$ cat config.mk
export PLATFORM = sky130hd
export DESIGN_NAME = logic_unit_pipe
export DESIGN_NICKNAME = d
export VERILOG_FILES = /design/src/rtl/logic_unit_pipe.sv
export SDC_FILE = /design/constraint.sdc
export NUM_CORES = 1
export LEC_CHECK = 0
export BUFFER_PORTS_ARGS = -buffer_cell sky130_fd_sc_hd__buf_2
export CORE_ASPECT_RATIO = 1.25
export CORE_MARGIN = 2
export CORE_UTILIZATION = 35
export DETAILED_ROUTE_END_ITERATION = 8
export GPL_TIMING_DRIVEN = 0
export MAX_ROUTING_LAYER = met4
export REMOVE_ABC_BUFFERS = 1
export SKIP_LAST_GASP = 1
export SLEW_MARGIN = 10
export SYNTH_ARGS = -nofsm -noshare
export SYNTH_HDL_FRONTEND = slang
export SYNTH_SLANG_ARGS = --single-unit
$ cat constraint.sdc
create_clock -name clk_i -period 5.29 [get_ports clk_i]
set_input_delay 1.058 -clock clk_i [delete_from_list [all_inputs] [get_ports clk_i]]
set_output_delay 1.058 -clock clk_i [all_outputs]
set_load 0.01 [all_outputs]
$ cat src/rtl/logic_unit_pipe.sv
// logic_unit_pipe: two-stage pipelined bitwise logic unit with valid/ready
// handshakes on both sides and an OR-accumulate mode that reduces a burst of
// operands into a single result.
//
// Ports:
//   clk_i        clock, rising edge
//   rst_i        asynchronous active-high reset
//   flush_i      synchronous clear of pipeline, outputs and accumulator
//   in_valid_i   input beat valid
//   in_ready_o   input beat accepted when in_valid_i && in_ready_o
//   op_i         0 AND, 1 OR, 2 XOR, 3 NOR, 4 ANDN, 5 ORN, 6 XNOR, 7 ACC_OR
//   last_i       closes an ACC_OR burst (ignored for other ops)
//   a_i, b_i     operands (b_i ignored for ACC_OR)
//   out_valid_o  result valid
//   out_ready_i  result consumed when out_valid_o && out_ready_i
//   c_o          result
//   zero_o       c_o == 0
//   beats_o      beats reduced by an ACC_OR burst (saturating), 1 otherwise
module logic_unit_pipe #(
    parameter int unsigned WIDTH = 32,
    parameter int unsigned CNT_W = 8
) (
    input  logic             clk_i,
    input  logic             rst_i,
    input  logic             flush_i,
    input  logic             in_valid_i,
    output logic             in_ready_o,
    input  logic [2:0]       op_i,
    input  logic             last_i,
    input  logic [WIDTH-1:0] a_i,
    input  logic [WIDTH-1:0] b_i,
    output logic             out_valid_o,
    input  logic             out_ready_i,
    output logic [WIDTH-1:0] c_o,
    output logic             zero_o,
    output logic [CNT_W-1:0] beats_o
);

    localparam int unsigned OP_W = 3;

    localparam logic [OP_W-1:0] OP_AND  = 3'd0;
    localparam logic [OP_W-1:0] OP_OR   = 3'd1;
    localparam logic [OP_W-1:0] OP_XOR  = 3'd2;
    localparam logic [OP_W-1:0] OP_NOR  = 3'd3;
    localparam logic [OP_W-1:0] OP_ANDN = 3'd4;
    localparam logic [OP_W-1:0] OP_ORN  = 3'd5;
    localparam logic [OP_W-1:0] OP_XNOR = 3'd6;
    localparam logic [OP_W-1:0] OP_ACC  = 3'd7;

    // Stage-1 payload captured on an accepted beat
    typedef struct packed {
        logic [OP_W-1:0]  op;
        logic             last;
        logic [WIDTH-1:0] a;
        logic [WIDTH-1:0] b;
    } beat_t;

    // Pipeline and accumulator state
    logic             s1_valid;
    beat_t            s1;
    logic [WIDTH-1:0] acc;
    logic [CNT_W-1:0] cnt;

    // Next-state values
    logic             s1_valid_d;
    beat_t            s1_d;
    logic [WIDTH-1:0] acc_d;
    logic [CNT_W-1:0] cnt_d;
    logic             out_valid_d;
    logic [WIDTH-1:0] c_d;
    logic             zero_d;
    logic [CNT_W-1:0] beats_d;

    // Handshake and datapath helpers
    logic             s2_can_load_c;
    logic             s2_load_c;
    logic             accept_c;
    logic [WIDTH-1:0] logic_res_c;
    logic [WIDTH-1:0] acc_sum_c;
    logic [CNT_W-1:0] cnt_inc_c;

    // S2 can take a new result when the output slot is empty or draining
    assign s2_can_load_c = !out_valid_o || out_ready_i;
    assign s2_load_c     = s1_valid && s2_can_load_c;

    // Ready depends only on state and out_ready_i, never on in_valid_i
    assign in_ready_o    = !s1_valid || s2_can_load_c;

    // A beat presented together with flush is dropped
    assign accept_c      = in_valid_i && in_ready_o && !flush_i;

    // Bitwise result for the stage-1 beat
    always_comb begin
        logic_res_c = '0;
        case (s1.op)
            OP_AND:  logic_res_c = s1.a & s1.b;
            OP_OR:   logic_res_c = s1.a | s1.b;
            OP_XOR:  logic_res_c = s1.a ^ s1.b;
            OP_NOR:  logic_res_c = ~(s1.a | s1.b);
            OP_ANDN: logic_res_c = s1.a & ~s1.b;
            OP_ORN:  logic_res_c = s1.a | ~s1.b;
            OP_XNOR: logic_res_c = ~(s1.a ^ s1.b);
            OP_ACC:  logic_res_c = s1.a;
            default: logic_res_c = '0;
        endcase
    end

    // Accumulate candidates; the beat counter sticks at all-ones
    assign acc_sum_c = acc | s1.a;
    assign cnt_inc_c = (cnt == '1) ? cnt : cnt + CNT_W'(1);

    // Next-state logic for both stages, outputs and accumulator
    always_comb begin
        s1_valid_d  = s1_valid;
        s1_d        = s1;
        acc_d       = acc;
        cnt_d       = cnt;
        out_valid_d = out_valid_o;
        c_d         = c_o;
        zero_d      = zero_o;
        beats_d     = beats_o;

        // Consumption empties the output slot unless refilled below
        if (out_valid_o && out_ready_i) begin
            out_valid_d = 1'b0;
        end

        if (s2_load_c) begin
            if (s1.op == OP_ACC) begin
                if (s1.last) begin
                    // Closing beat publishes the burst and reopens empty
                    c_d         = acc_sum_c;
                    zero_d      = (acc_sum_c == '0);
                    beats_d     = cnt_inc_c;
                    out_valid_d = 1'b1;
                    acc_d       = '0;
                    cnt_d       = '0;
                end else begin
                    // Interior beat folds into the accumulator, no output
                    acc_d = acc_sum_c;
                    cnt_d = cnt_inc_c;
                end
            end else begin
                c_d         = logic_res_c;
                zero_d      = (logic_res_c == '0);
                beats_d     = CNT_W'(1);
                out_valid_d = 1'b1;
            end
        end

        if (accept_c) begin
            s1_valid_d = 1'b1;
            s1_d.op    = op_i;
            s1_d.last  = last_i;
            s1_d.a     = a_i;
            s1_d.b     = b_i;
        end else if (s2_load_c) begin
            s1_valid_d = 1'b0;
        end

        // Flush overrides everything: back to the post-reset picture
        if (flush_i) begin
            s1_valid_d  = 1'b0;
            out_valid_d = 1'b0;
            c_d         = '0;
            zero_d      = 1'b1;
            beats_d     = '0;
            acc_d       = '0;
            cnt_d       = '0;
        end
    end

    // State registers
    always_ff @(posedge clk_i or posedge rst_i) begin
        if (rst_i) begin
            s1_valid    <= 1'b0;
            s1          <= '0;
            acc         <= '0;
            cnt         <= '0;
            out_valid_o <= 1'b0;
            c_o         <= '0;
            zero_o      <= 1'b1;
            beats_o     <= '0;
        end else begin
            s1_valid    <= s1_valid_d;
            s1          <= s1_d;
            acc         <= acc_d;
            cnt         <= cnt_d;
            out_valid_o <= out_valid_d;
            c_o         <= c_d;
            zero_o      <= zero_d;
            beats_o     <= beats_d;
        end
    end

endmodule

Yosys cells after proc, flatten, opt, wreduce, memory -nomap -nowiden
Cells that the tools add are included.
Word-level totals
  flip-flop bits (word level): 151
  input port bits: 73
  output and inout port bits: 43
Cells by class
  add/sub/neg operators: 1
  equality and inequality tests: 9
  multiplexer cells: 30
  bitwise logic cells: 9
  reductions and logical operators: 17
Operators by type and width (count)
  2-to-1 mux 32 bit: 8
  case mux 32 bit (8 select lines): 1
  inverter 32 bit: 3
  bitwise OR 32 bit: 3
  2-to-1 mux 8 bit: 9
  AND 32 bit: 2
  logical NOT 32 bit: 2
  XOR 32 bit: 1
  == test 3 bit (second input constant): 4
  2-to-1 mux 1 bit: 12
  adder 8 x 1 -> 8 bit (second input constant): 1
  == test 8 bit (second input constant): 1
  == test 3 x 2 -> 1 bit (second input constant): 2
  logical AND 1 bit: 4
  AND reduction 2 bit: 2
  nonzero test 2 bit: 2
  == test 3 x 1 -> 1 bit (second input constant): 1
  logical NOT 1 bit: 3
  logical NOT 3 bit: 1
  != test 3 bit (second input constant): 1
  nonzero test 3 bit: 1
  logical OR 1 bit: 2

Longest topological paths before layout
Gate-level depths: netlist (run 1).
  word-level depth: 7
  gate-level depth with buffers: 11

Worst setup path after synthesis (run 1)
Ideal clock, no wire load.
  kind: in2reg
  start: in flush_i
  end: reg s1[0] (netlist bit)
  library setup time: 0.125 ns
  arrival time: 2.573 ns
  setup slack: 2.592 ns
  cell stages on the path: 5
  buffers on the path: 3
  path through: clkbuf_1 > nand3b_1 > buf_1 > clkbuf_1 > mux2_2
On the way
  word-level cells in the longest chain between the ends: 2
RTL lines
  from (decl): line 25  | input logic flush_i,
  logical NOT 1 bit: line 90  | assign accept_c = in_valid_i && in_ready_o && !flush_i;
  logical AND 1 bit: line 90
  to (signal assigned): line 177  | s1 <= '0;
  to (signal assigned): line 186  | s1 <= s1_d;
  to (decl): line 60  | beat_t s1;
Every way passes these cells.
A chain may end at the register's enable or synchronous reset.

Worst setup path in the final report (run 1)
  start: reg s1[65] (netlist bit)
  end: reg zero_o
On the way
  word-level cells in the longest chain between the ends: 6
  elaborated cells between the ends (all ways): 15
  those cells by class: 8 x eq/ne; 4 x mux; 3 x reduce/logical
RTL lines
  == test 3 bit (tied with other cells): line 95, 129
  case mux 32 bit (8 select lines): line 95  | case (s1.op)
  logical NOT 32 bit: line 145  | zero_d = (logic_res_c == '0);
  2-to-1 mux 1 bit: line 129  | if (s1.op == OP_ACC) begin
  2-to-1 mux 1 bit: line 128  | if (s2_load_c) begin
  2-to-1 mux 1 bit: line 162  | if (flush_i) begin
  to (signal assigned): line 191  | zero_o <= zero_d;
  to (decl): line 35  | output logic zero_o,
Parallel ways exist; a longest one is shown, timed or not. The select of a mux whose other input is x is not followed.

==> results of run 1 <==
==> routing by layer <==
metal | global-route usage [%] | routed length, µm | share of wire [%]
met3 | 4.72 | 1410 | 5.3
met4 | 7.87 | 796 | 3.0
met1 | 23.1 | 11200 | 43
met5 | - | 0 | 0
met2 | 31.2 | 12900 | 49
==> where the power goes <==
group	internal [W]	total (W)	switching, W
Combinational	0.000517	0.00115	0.000636
Sequential	0.00127	0.00147	0.000194
Clock	0.000696	0.00122	0.000524
==> worst min path at each step <==
stage,end,from,cells after the start
finish,beats_o[3]$_DFFE_PP0P_,beats_o[3]$_DFFE_PP0P_,2
global route,beats_o[4]$_DFFE_PP0P_,beats_o[4]$_DFFE_PP0P_,2
CTS,beats_o[3]$_DFFE_PP0P_,beats_o[3]$_DFFE_PP0P_,2
detailed placement,beats_o[3]$_DFFE_PP0P_,beats_o[3]$_DFFE_PP0P_,2
global placement,beats_o[1]$_DFFE_PP0P_,beats_o[1]$_DFFE_PP0P_,2
floorplan,acc[10]$_DFFE_PP0P_,acc[10]$_DFFE_PP0P_,2
==> flip-flops by register name, summed over array words and instances, names as in the netlist <==
register and count:
acc 32, s1_valid 1, beats_o 8, c_o 32
zero_o 1, cnt 8, s1 68, out_valid_o 1
==> worst max-delay path: cells and delay by family (launching register included) <==
family          cells  cell delay [ns]
compound gates      2             0.90
flops               1             0.73
buf+inv             2             1.11
simple gates        3             1.12
==> cells by family (layout without fill, tap and decap cells) <==
family | count (synthesis) | count (layout)
AND/OR/NAND/NOR | 259 | 259
AO/OA/AOI/OAI | 218 | 218
flip-flops | 151 | 151
buffers and inverters | 133 | 231
multiplexers | 94 | 94
XOR/XNOR | 73 | 73
adder cells (fa/ha/maj) | 65 | 65
==> stage by stage <==
step	setup slack (ns)	area (µm²)	power (W)	util (%)
2_1_floorplan	-0.226	9220	0.00226	-
3_3_place_gp	-4.18	10200	0.00259	38.0
3_5_place_dp	1.28	10500	0.00264	39.1
4_1_cts	1.29	11100	0.00388	41.3
5_1_grt	1.11	11100	0.00408	41.3
6_report	1.27	11100	0.00384	41.3
==> layout by cell type (no fill, tap or decap), types with 17 or more instances in the layout <==
cell       Yosys  routed
buf_2          9     115
xor2_1        46      46
nand2_1       64      64
mux2i_1       19      19
dfrtp_1      150     147
a21oi_1       54      54
inv_1         68      67
xnor2_1       27      27
mux2_2        73      73
o221ai_1      20      20
a221o_1       19      19
nor2_1       121     119
o21ai_0       51      51
ha_1          65      65
clkbuf_16      0      17
==> area by class of cell <==
class                   count  area [µm²]  area share [%]
multi-input cells         709        5190            46.8
flip-flops and latches    151        3790            34.1
repair buffers            128         836            7.52
well taps                 345         432            3.89
clock buffers              18         429            3.86
inverters                  71         277            2.49
clock inverters            14         151            1.36
==> results.py, run 1 <==
metrics = {
    "status": {
        "outcome": "complete, no violations",
    },
    "flow_run": {
        "drv_cap": 0,
    },
    "yosys": {
        "yosysUniqueCellTypes": 65,
        "yosysMostFrequentCell": "dfrtp_1",
        "yosys.area.top_type": "dfrtp_1",
        "seq_area_frac_synth_pct": 39.4,
        "synthMuxAreaShare_pct": 10.9,
        "synth_top_family_by_area": "compound AO/OA/AOI/OAI gates",
        "synth_fa_ha_area_share_pct": 8.49,
        "syn_area_per_cell_um2": 9.65,
        "yosys.area.top_type_share_pct": 39.2,
        "synth_compound_area_share_pct": 15.8,
        "synthArstFlopShare_pct": 100,
        "synth_edf_count": 0,
        "synth_area_mm2": 0.00958,
        "synthSimpleGateAreaFrac_pct": 12.1,
        "synthXorXnorAreaFrac_pct": 6.67,
        "yosysWarnings": 0,
        "yosys_register_bits": 151,
        "synthFlopType": "dfrtp_1",
        "ys_top_cells_by_area": "dfrtp_1 39%, mux2_2 8.6%, ha_1 8.5%, nor2_1 4.7%, xor2_1 4.2%",
        "synth_common_cells": "150 x dfrtp_1, 121 x nor2_1, 73 x mux2_2",
        "postSynthCellCount": 993,
    },
    "cells_and_area": {
        "area_growth_syn_to_layout_pct": 15.9,
        "diodes": 0,
        "layout.cells.non_filler": 1436,
        "final_nets": 1216,
        "fill_cells": 2651,
        "drive_above_1_share_pct": 23.5,
    },
    "timing": {
        "slew_headroom_pct": 28.2,
        "fin_crit_sh_pct": 76.0,
        "hold_viol": 0,
        "whs_ns": 0.474,
        "finalSetupViolations": 0,
        "finalClockSkew_ns": 0.0109,
        "finalSetupTns_ns": 0,
        "max_slew.worst_pin.slew_ns": 1.07,
        "rsz0062_at_grt": "no",
        "slew_violations": 0,
        "min_period_ns": 4.02,
        "fmax_mhz": 249,
    },
    "clocking": {
        "clk_path_buf_depth": 2,
        "cts_resized": 0,
        "root_buffer": "clkbuf_16",
        "clk_latency_ns": 0.44,
        "clk_pin_slew_ns": 0.07,
        "cts_hold_buf": 0,
        "numCtsBuffers": 17,
        "cts_tree": "done",
        "htree_levels": 4,
        "clock-sinks": 151,
        "cts_setup_buffers": 0,
    },
    "global_routing": {
        "grt_pass1_vias": 7667,
        "track_usage_pct": 19.3,
        "antenna_found_initial": 0,
        "grt_pass1_wl_mm": 42.2,
        "grt_overflow_total": 0,
        "grt_max_degree": 86,
    },
    "pwr": {
        "power_density_mw_per_mm2": 346,
        "leakagePower_nw": 5.25,
        "max-vdd-ir-drop_mv": 0.170,
    },
    "routing": {
        "viasPerCell": 5.32,
        "vias": 7643,
        "firstDrtPassIters": 5,
        "drt_iter0_markers": 613,
        "drt_wl_total_mm": 26.3,
        "drc_errors": 0,
        "postRouteAntennaNets": 0,
        "wire_per_inst_um": 18.3,
    },
    "setup_path": {
        "path_class": "flop to flop",
        "crit_fanout": 29,
        "rrSetupSlack_ns": 1.27,
        "crit_end": "zero_o$_DFFE_PP1P_",
        "path_cells": "buf_12, clkinv_1, o31a_1, nor4_1, nand4_1, or4_1, o41ai_2",
        "cp.arrival_ns": 4.36,
        "crit_start": "s1[65]$_DFFE_PP0P_",
        "rr_startpoint": "s1[65]$_DFFE_PP0P_",
        "rr_worst_depth": 7,
        "slowest_delay_ns": 0.85,
        "worst_r2r_endpoint": "zero_o$_DFFE_PP1P_",
        "end_kind": "flop",
        "start_kind": "flop",
        "cp_slowest_cell": "clkinv_1",
        "required_ns": 5.63,
    },
    "placement": {
        "place.gp.congestion": 0.844,
        "hpwl_mm": 18.6,
        "portBuffers": 115,
        "dpl.cell_count": 1404,
    },
    "die": {
        "rows": 67,
        "die_w_um": 152,
        "die_y_um": 189,
        "core-area_mm2": 0.0269,
        "dieArea_mm2": 0.0287,
        "io_pins": 116,
        "initial_core_util_pct": 35.6,
    },
    "min_path": {
        "hold_class": "flop to flop",
    },
}
Note: power is estimated with default switching activity, not from simulation.
==> inputs of run 2 (changes only) <==
clock period = 3.4 ns   (was 5.29 ns; I/O delays follow)
==> run 2 against run 1 <==
  * Highest routed layer unchanged
  * Sequential share of layout area decreased by 0.11 points
  * Die area unchanged
  * Worst hold slack got worse by 0.18 ns
  * Critical endpoint unchanged
  * Clock skew decreased by 0.0013 ns
  * Wire length increased by 0.51%
  * Non-clock buffer count increased by 1
  * Combinational power increased by 58%
  * Final area increased by 0.34%
  * Utilization increased by 0.14 points
  * Cell count about the same
  * Worst setup slack got worse by 1.1 ns
  * Largest cell class unchanged
==> results.py, run 2 (synthesis results as in run 1) <==
metrics = {
    "cells_and_area": {
        "regArea_mm2": 0.00379,
        "final_nets": 1217,
        "area_growth_syn_to_layout_pct": 16.3,
        "reg_top3": "s1 x68, acc x32, c_o x32",
        "largest_register": "s1",
        "diodes": 0,
        "layout.cells.non_filler": 1437,
        "layout_common_cells": "147 x dfrtp_1, 119 x nor2_1, 115 x buf_2, 73 x mux2_2, 67 x inv_1",
        "final_common_cell": "dfrtp_1",
        "drive_above_1_share_pct": 23.6,
        "fill_cells": 2645,
        "largest_register_ffs": 68,
        "multiInputGateArea_mm2": 0.00519,
    },
    "routing": {
        "drt_wl_total_mm": 26.5,
        "firstDrtPassIters": 5,
        "vias": 7647,
        "drc_errors": 0,
        "drt_iter0_markers": 587,
        "viasPerCell": 5.32,
        "wire_per_inst_um": 18.4,
        "postRouteAntennaNets": 0,
    },
    "pwr": {
        "leakagePower_nw": 5.26,
        "p_int_w": 0.00388,
        "power_frac_seq_pct": 37.9,
        "share_comb_of_total_power_pct": 30.4,
        "power_density_mw_per_mm2": 538,
        "switching_power_w": 0.00211,
        "p_sw_share_pct": 35.3,
        "max-vdd-ir-drop_mv": 0.262,
        "clkPwrFrac_pct": 31.7,
    },
    "setup_path": {
        "end_kind": "flop",
        "path_cells": "buf_16, inv_6, a32oi_1, o22a_1, o21ai_0, or4b_1, or4_1, o41ai_2",
        "rrSetupSlack_ns": 0.14,
        "worst_r2r_endpoint": "zero_o$_DFFE_PP1P_",
        "path_buf_inv": 2,
        "crit_start": "s1[66]$_DFFE_PP0P_",
        "crit_cells": 8,
        "cp_slowest_cell": "dfrtp_4",
        "cp_top_family": "simple AND/OR/NAND/NOR gates",
        "start_kind": "flop",
        "cp.arrival_ns": 3.59,
        "slowest_delay_ns": 0.73,
        "rr_startpoint": "s1[66]$_DFFE_PP0P_",
        "crit_fanout": 45,
        "rr_worst_depth": 8,
        "path_class": "flop to flop",
        "required_ns": 3.74,
        "crit_end": "zero_o$_DFFE_PP1P_",
    },
    "timing": {
        "max_slew.worst_pin.slew_ns": 1.00,
        "slew_headroom_pct": 32.5,
        "finalSetupViolations": 0,
        "slew_violations": 0,
        "rsz0062_at_grt": "no",
        "min_period_ns": 3.26,
        "finalClockSkew_ns": 0.00964,
        "hold_viol": 0,
        "fmax_mhz": 307,
        "fin_crit_sh_pct": 95.8,
        "setup_ws_ns": 0.143,
    },
    "clocking": {
        "htree_levels": 4,
        "cts_tree": "done",
        "root_buffer": "clkbuf_16",
        "clk_path_buf_depth": 2,
        "clock-sinks": 151,
        "numCtsBuffers": 17,
        "clk_latency_ns": 0.44,
        "cts_hold_buf": 0,
        "clk_pin_slew_ns": 0.06,
    },
    "status": {
        "outcome": "complete, no violations",
    },
    "flow_run": {
        "drv_cap": 0,
    },
    "global_routing": {
        "grt_pass1_wl_mm": 42.2,
        "track_usage_pct": 19.3,
        "grt_max_degree": 86,
        "grt_pass1_vias": 7665,
        "grt_overflow_total": 0,
        "antenna_found_initial": 0,
    },
    "die": {
        "initial_core_util_pct": 35.6,
        "die_w_um": 152,
        "rows": 67,
        "core-area_mm2": 0.0269,
        "die_y_um": 189,
        "io_pins": 116,
        "dieArea_mm2": 0.0287,
    },
    "placement": {
        "hpwl_mm": 18.6,
        "place.gp.congestion": 0.844,
        "portBuffers": 115,
        "dpl.cell_count": 1404,
        "pre_cts_slack_ns": -0.605,
    },
    "min_path": {
        "hold_class": "input pin to async pin",
    },
}
==> run 2: worst reg2reg max path, stage by stage (launching register included) <==
cell     delay [ns]
dfrtp_4        0.73
buf_16         0.30
inv_6          0.25
a32oi_1        0.26
o22a_1         0.15
o21ai_0        0.19
or4b_1         0.62
or4_1          0.43
o41ai_2        0.24
==> run 2: how the worst min path moves through the flow <==
stage	startpoint	to	slack, ns	cells past startpoint
after global placement	beats_o[1]$_DFFE_PP0P_	beats_o[1]$_DFFE_PP0P_	0.46	2
final	rst_i	s1[49]$_DFFE_PP0P_	0.29	2
after CTS	rst_i	s1[61]$_DFFE_PP0P_	0.31	2
after detailed placement	beats_o[3]$_DFFE_PP0P_	beats_o[3]$_DFFE_PP0P_	0.47	2
after global routing	rst_i	s1[61]$_DFFE_PP0P_	0.32	2
after floorplan	acc[10]$_DFFE_PP0P_	acc[10]$_DFFE_PP0P_	0.45	2
==> run 2: layout make-up <==
| type | count | area share (%) |
|---|---|---|
| Clock buffer | 18 | 3.85 |
| Sequential cell | 151 | 34.0 |
| Timing Repair Buffer | 129 | 7.75 |
| Multi-Input combinational cell | 709 | 46.6 |
| Inverter | 71 | 2.57 |
| Tap cell | 345 | 3.87 |
| Clock inverter | 14 | 1.36 |
==> run 2: power groups by stage <==
stage                     clock network (W)  registers [W]  logic, W
after floorplan                           0        0.00228   0.00124
after global placement                    0        0.00238   0.00164
after detailed placement                  0        0.00231   0.00180
after CTS                           0.00195        0.00228   0.00181
after global routing                0.00203        0.00230   0.00203
final                               0.00190        0.00227   0.00182
==> run 2: timing repair <==
action	CTS	global route
resized for setup	3	1
setup buffers	0	1
endpoints found under the setup margin	1	1
==> run 2: through the flow <==
stage / hold slack [ns] / instance area, µm² / total power, W / utilization, % / setup TNS, ns
2_1_floorplan: 0.450 / 9220 / 0.00351 / - / -332.72
3_5_place_dp: 0.468 / 10500 / 0.00411 / 39.1 / -0.605
3_3_place_gp: 0.463 / 10200 / 0.00402 / 38.0 / -958.26
4_1_cts: 0.309 / 11100 / 0.00603 / 41.3 / 0
6_report: 0.293 / 11100 / 0.00599 / 41.4 / 0
5_1_grt: 0.320 / 11100 / 0.00636 / 41.4 / 0
==> run 2: metal layers <==
metal / share of wire [%] / GRT usage (%) / vias up
met5: 0 / - / -
met4: 3.1 / 7.87 / 0
met3: 5.3 / 4.72 / 49
met2: 49 / 31.1 / 196
met1: 43 / 23.1 / 3744
li1: - / - / 3658
